$ cat config.mk
export PLATFORM = sky130hd
export DESIGN_NAME = btn_debounce_bank
export DESIGN_NICKNAME = d
export VERILOG_FILES = /design/src/rtl/btn_pkg.sv /design/src/rtl/btn_debounce_ch.sv /design/src/rtl/btn_debounce_bank.sv
export SDC_FILE = /design/constraint.sdc
export NUM_CORES = 1
export LEC_CHECK = 0
export CAP_MARGIN = 30
export CORE_MARGIN = 5
export CORE_UTILIZATION = 48
export DETAILED_ROUTE_END_ITERATION = 6
export PLACE_DENSITY = 0.74
export SLEW_MARGIN = 20
export SYNTH_ARGS = -nofsm -noshare
export SYNTH_HDL_FRONTEND = slang
export SYNTH_SLANG_ARGS = --single-unit
$ cat constraint.sdc
create_clock -name clk -period 0.95 [get_ports clk]
set_input_delay 0.19 -clock clk [delete_from_list [all_inputs] [get_ports clk]]
set_output_delay 0.19 -clock clk [all_outputs]
set_load 0.02 [all_outputs]
$ cat src/rtl/btn_pkg.sv
`default_nettype none
// btn_pkg: default sizing constants and counter-width helper for btn_debounce_bank.
// Revision: 1.0
package btn_pkg;

  localparam int BTN_N_DEF          = 4;
  localparam int BTN_DEB_TICKS_DEF  = 4;
  localparam int BTN_HOLD_TICKS_DEF = 500;
  localparam int BTN_REP_TICKS_DEF  = 100;

  // Width needed to hold values 0..ticks.
  function automatic int btn_cnt_w(input int ticks);
    return (ticks < 1) ? 1 : $clog2(ticks + 1);
  endfunction

endpackage
`default_nettype wire

$ cat src/rtl/btn_debounce_ch.sv
`default_nettype none
// btn_debounce_ch: one button channel (2-FF sync, ce-gated debounce, press/release pulses).
// Optional auto-repeat of press while held when BTN_DEBOUNCE_REPEAT_EN is defined. Revision: 1.0
module btn_debounce_ch
  import btn_pkg::*;
#(
  parameter int DEB_TICKS  = BTN_DEB_TICKS_DEF,
  parameter int CNT_W      = btn_cnt_w(BTN_DEB_TICKS_DEF)
`ifdef BTN_DEBOUNCE_REPEAT_EN
  ,
  parameter int HOLD_TICKS = BTN_HOLD_TICKS_DEF,
  parameter int REP_TICKS  = BTN_REP_TICKS_DEF
`endif
) (
  input  logic clk,
  input  logic rst,
  input  logic ce_i,
  input  logic btn_i,
  output logic level_o,
  output logic press_o,
  output logic release_o
);

  logic             meta_q, sync_q;
  logic [CNT_W-1:0] cnt_q, cnt_d;
  logic             level_q, level_d;
  logic             press_q, press_d;
  logic             rel_q, rel_d;
  logic             rep_fire;

  always_comb begin
    cnt_d   = cnt_q;
    level_d = level_q;
    press_d = 1'b0;
    rel_d   = 1'b0;
    if (ce_i) begin
      if (sync_q == level_q) begin
        cnt_d = '0;
      end else if (cnt_q == CNT_W'(DEB_TICKS - 1)) begin
        level_d = sync_q;
        cnt_d   = '0;
        press_d = sync_q;
        rel_d   = ~sync_q;
      end else begin
        cnt_d = cnt_q + 1'b1;
      end
    end
    press_d = press_d | rep_fire;
  end

`ifdef BTN_DEBOUNCE_REPEAT_EN
  localparam int HOLD_W = btn_cnt_w((HOLD_TICKS > REP_TICKS) ? HOLD_TICKS : REP_TICKS);

  logic [HOLD_W-1:0] hold_q, hold_d;
  logic              rep_q, rep_d;

  // Counts ce ticks since acceptance; first period is HOLD_TICKS, then REP_TICKS.
  always_comb begin
    hold_d   = hold_q;
    rep_d    = rep_q;
    rep_fire = 1'b0;
    if (!level_q || rel_d) begin
      hold_d = '0;
      rep_d  = 1'b0;
    end else if (ce_i) begin
      if (hold_q == (rep_q ? HOLD_W'(REP_TICKS - 1) : HOLD_W'(HOLD_TICKS - 1))) begin
        hold_d   = '0;
        rep_d    = 1'b1;
        rep_fire = 1'b1;
      end else begin
        hold_d = hold_q + 1'b1;
      end
    end
  end

  always_ff @(posedge clk) begin
    if (rst) begin
      hold_q <= '0;
      rep_q  <= 1'b0;
    end else begin
      hold_q <= hold_d;
      rep_q  <= rep_d;
    end
  end
`else
  assign rep_fire = 1'b0;
`endif

  always_ff @(posedge clk) begin
    if (rst) begin
      meta_q  <= 1'b0;
      sync_q  <= 1'b0;
      cnt_q   <= '0;
      level_q <= 1'b0;
      press_q <= 1'b0;
      rel_q   <= 1'b0;
    end else begin
      meta_q  <= btn_i;
      sync_q  <= meta_q;
      cnt_q   <= cnt_d;
      level_q <= level_d;
      press_q <= press_d;
      rel_q   <= rel_d;
    end
  end

  assign level_o   = level_q;
  assign press_o   = press_q;
  assign release_o = rel_q;

endmodule
`default_nettype wire

$ cat src/rtl/btn_debounce_bank.sv
`default_nettype none
// btn_debounce_bank: N independent debounced button channels sharing one ce tick.
// Define BTN_DEBOUNCE_REPEAT_EN for press auto-repeat while held. Revision: 1.0
module btn_debounce_bank
  import btn_pkg::*;
#(
  parameter int N          = BTN_N_DEF,
  parameter int DEB_TICKS  = BTN_DEB_TICKS_DEF
`ifdef BTN_DEBOUNCE_REPEAT_EN
  ,
  parameter int HOLD_TICKS = BTN_HOLD_TICKS_DEF,
  parameter int REP_TICKS  = BTN_REP_TICKS_DEF
`endif
) (
  input  logic         clk,
  input  logic         rst,
  input  logic         ce_i,
  input  logic [N-1:0] btn_i,
  output logic [N-1:0] level_o,
  output logic [N-1:0] press_o,
  output logic [N-1:0] release_o
);

  localparam int CNT_W = btn_cnt_w(DEB_TICKS);

  for (genvar i = 0; i < N; i++) begin : g_ch
    btn_debounce_ch #(
      .DEB_TICKS (DEB_TICKS),
      .CNT_W     (CNT_W)
`ifdef BTN_DEBOUNCE_REPEAT_EN
      ,
      .HOLD_TICKS(HOLD_TICKS),
      .REP_TICKS (REP_TICKS)
`endif
    ) u_ch (
      .clk      (clk),
      .rst      (rst),
      .ce_i     (ce_i),
      .btn_i    (btn_i[i]),
      .level_o  (level_o[i]),
      .press_o  (press_o[i]),
      .release_o(release_o[i])
    );
  end

endmodule
`default_nettype wire

==> metrics.md <==
| Metric | Value |
|---|---|
| Hold Slack | 0.403 ns |
| Clock Root Buffer | clkbuf_4 |
| Final nets | roughly 170 |
| RSZ-0062 raised after global routing | yes |
| Fraction of layout instances using a drive strength above 1 | 60.4% |
| Inst Count DP | about 180 |
| Final Worst Setup Slack | -0.0716 ns |
| Placed wire-length estimate | about 1700 um |
| Leak | approximately 0.81 nW |
| Synth cell types | 29 |
| Num CTS Buffers | 5 |
| Fin crit period | approximately 1.0 ns |
| Failing checks | negative setup slack |
| Antenna-violating nets left | 0 |
| Post-synthesis cell count | 130 |
| Synthesized area | ~0.0014 mm^2 |
| ANT cells | 0 |
| WP data arrival | 1.27 ns |
| R2r setup slk | -0.07 ns |
| Vias | between 900 and 1000 |
| Worst Hold Class | in2reg |
| Post-Synth XOR/XNOR Area | under 10% |
| Worst reg2reg startpoint | g_ch[0].u_ch.level_o |
| Fin. Hold Viols | 0 |
| Async S/R FF share, synth | 0% |
| Worst-margin pin slew | 0.256 ns |
| Global route total overflow | 0 |
| Port bufs | 18 |
| Most frequent cells in the layout | 22 x dfxtp_2, 16 x buf_6, 14 x buf_4 |
| H-tree levels | 2 |
| Final cell count without fillers | between 150 and 200 |
| Vias in the first global route | between 1000 and 1500 |
| 1st-pass router iterations | 4 |
| Residual DRC count | 0 |
| RD Place Congestion | 0.771 |
| CTS tree | yes |
| Slew margin rel. | between 80 and 90% |
| Number of flops mapped to enable cells by yosys | 0 |
| Worst vdd ir | 1.33 mV |
| Synth warn | 0 |
| Most common cell after layout, fill and taps aside | dfxtp_2 |
| Crit end category | flop |
| Synth Area in Adders | 3.56% |
| Syn_nets | about 140 |
| MaxCap Viol Count | 0 |
| Synthesis-stage register bit count | 32 |
| First-pass GRT wire length | 4480 um |
| Final Core Density | 73.6% |
| Worst Path Max Fanout | 4 |
| Critical Path RT | 1.20 ns |
| Crit path from | g_ch[0].u_ch.level_o |
| Initial Utilization | 50.6% |
| Min-delay src | btn_i[3] |
| Die area | about 0.004 mm^2 |
| DP Worst Slack | -0.428 ns |
| Final TNS setup | -0.481 ns |
| Synth Area in Compound Gates | ~5.6% |
| Mux cell area share after synthesis | 2.85% |
| Post-route clock skew | 0.00869 ns |
| Row count | 19 |
| Clock sinks | 32 |
| Largest family of logic cells by synthesized area | simple AND/OR/NAND/NOR gates |
| IO Pins | 19 |
| Final WL | 2620 um |
| Avg WL per Cell | 13.8 um |
| Max Fclk | between 900 and 1000 MHz |
| Total power | 2.58 mW |
| Vias per cell | 5.07 |
| Clock tree buffer depth | 2 |
| Tot GR Track Use | 14.0% |
| Post-CTS Hold Buffers | 0 |
| Die span in y | 64.1 um |
| Final Cycle Share | 108% |
| WS Path Type | reg2reg |
| Die W | 64.1 um |
| # setup viols final | 20 |
| DP Area | 0.00165 mm^2 |
| Seq/Total Area, Yosys | 45.6% |
| Pwr dens | 1260 mW/mm^2 |
| Area Growth Syn to Fin | 45.6% |
| Final instance area | just over 0.002 mm^2 |
| Worst setup SP type | flop |
| Simple-Gate Fraction of Synth Area | 28.6% |
| Final Max Slew Viols | 0 |
| Ys flop type | dfxtp_1 |
| Core box area | 0.00278 mm^2 |
| Run status | finished, violations left |
| Largest net degree at the start of global routing | 13 |
| Later-pin clock latency in the skew report | 0.33 ns |
| Drt first-iter violations | 40 |
| Initial antenna violation count | 0 |
| Clock Pin Slew Worst Setup and Hold Paths | ~0.10 ns |
| Synth Area per Inst | 10.8 um^2 |
==> area by class of cell <==
cell class                 instances  area, um^2
timing repair buffer              39         400
fill                             178         734
tap                               31        38.8
multi-input combinational         75         837
clock buffer                       6        41.3
inverter                           5        18.8
clock inverter                     2        35.0
sequential                        32         676
==> cell usage after synthesis, types with 3 or more instances <==
cell type | n | area share (%)
a21oi_1 | 8 | 2.8
buf_4 | 13 | 6.9
buf_6 | 3 | 2.4
dfxtp_1 | 32 | 46
ha_1 | 4 | 3.6
inv_1 | 5 | 1.3
mux2i_1 | 4 | 2.8
nand2b_1 | 16 | 7.1
nand3_1 | 3 | 1.1
nand3b_2 | 3 | 2.4
nor2_1 | 4 | 1.1
nor2b_1 | 8 | 3.6
nor4b_2 | 4 | 4.3
xor2_1 | 3 | 1.9
==> logic make-up after synthesis <==
logic type | after synthesis
AOI/OAI and AO/OA | 12
muxes | 4
xor gates and xnor gates | 4
adders and majority gates | 4
and+or+nand+nor | 51
DFF | 32
buffers and inverters | 23
==> repair_timing <==
action	CTS	global route
buffers inserted	1	1
pin swaps	8	10
cloned	1	0
endpoints found under the setup margin	35	33
gates resized for setup	108	24
==> path summary, 6_finish.rpt <==
kind	to	depth (start not counted)
hold reg to reg	g_ch[0].u_ch.sync_q	1
setup / recovery	g_ch[0].u_ch.cnt_q[0]	4
hold / removal	g_ch[3].u_ch.meta_q	2
setup reg to reg	g_ch[0].u_ch.cnt_q[0]	4
==> power by group <==
part | internal, mW | switching [mW]
Combinational | 0.111 | 0.0868
Clock | 0.551 | 0.458
Sequential | 1.36 | 0.0179
==> worst max-delay path, stage by stage, from the launching register on <==
cell      delay, ns
dfxtp_2        0.33
buf_6          0.13
xnor2_4        0.13
nand3b_4       0.17
o31ai_4        0.18
==> state kept, by name (all words and copies together), names as in the netlist <==
register             cells
g_ch.u_ch.cnt_q         12
g_ch.u_ch.level_o        4
g_ch.u_ch.meta_q         4
g_ch.u_ch.press_o        4
g_ch.u_ch.release_o      4
g_ch.u_ch.sync_q         4
==> metal layers <==
metal | vias to the layer above | wire length (um) | global-route usage, %
met2 | 19 | 1370 | 25.0
met1 | 452 | 1080 | 14.5
li1 | 486 | - | -
met4 | 0 | 46 | 5.34
met3 | 6 | 124 | 5.95
met5 | - | 0 | 0
No activity file was read; power rests on OpenSTA's default activity.
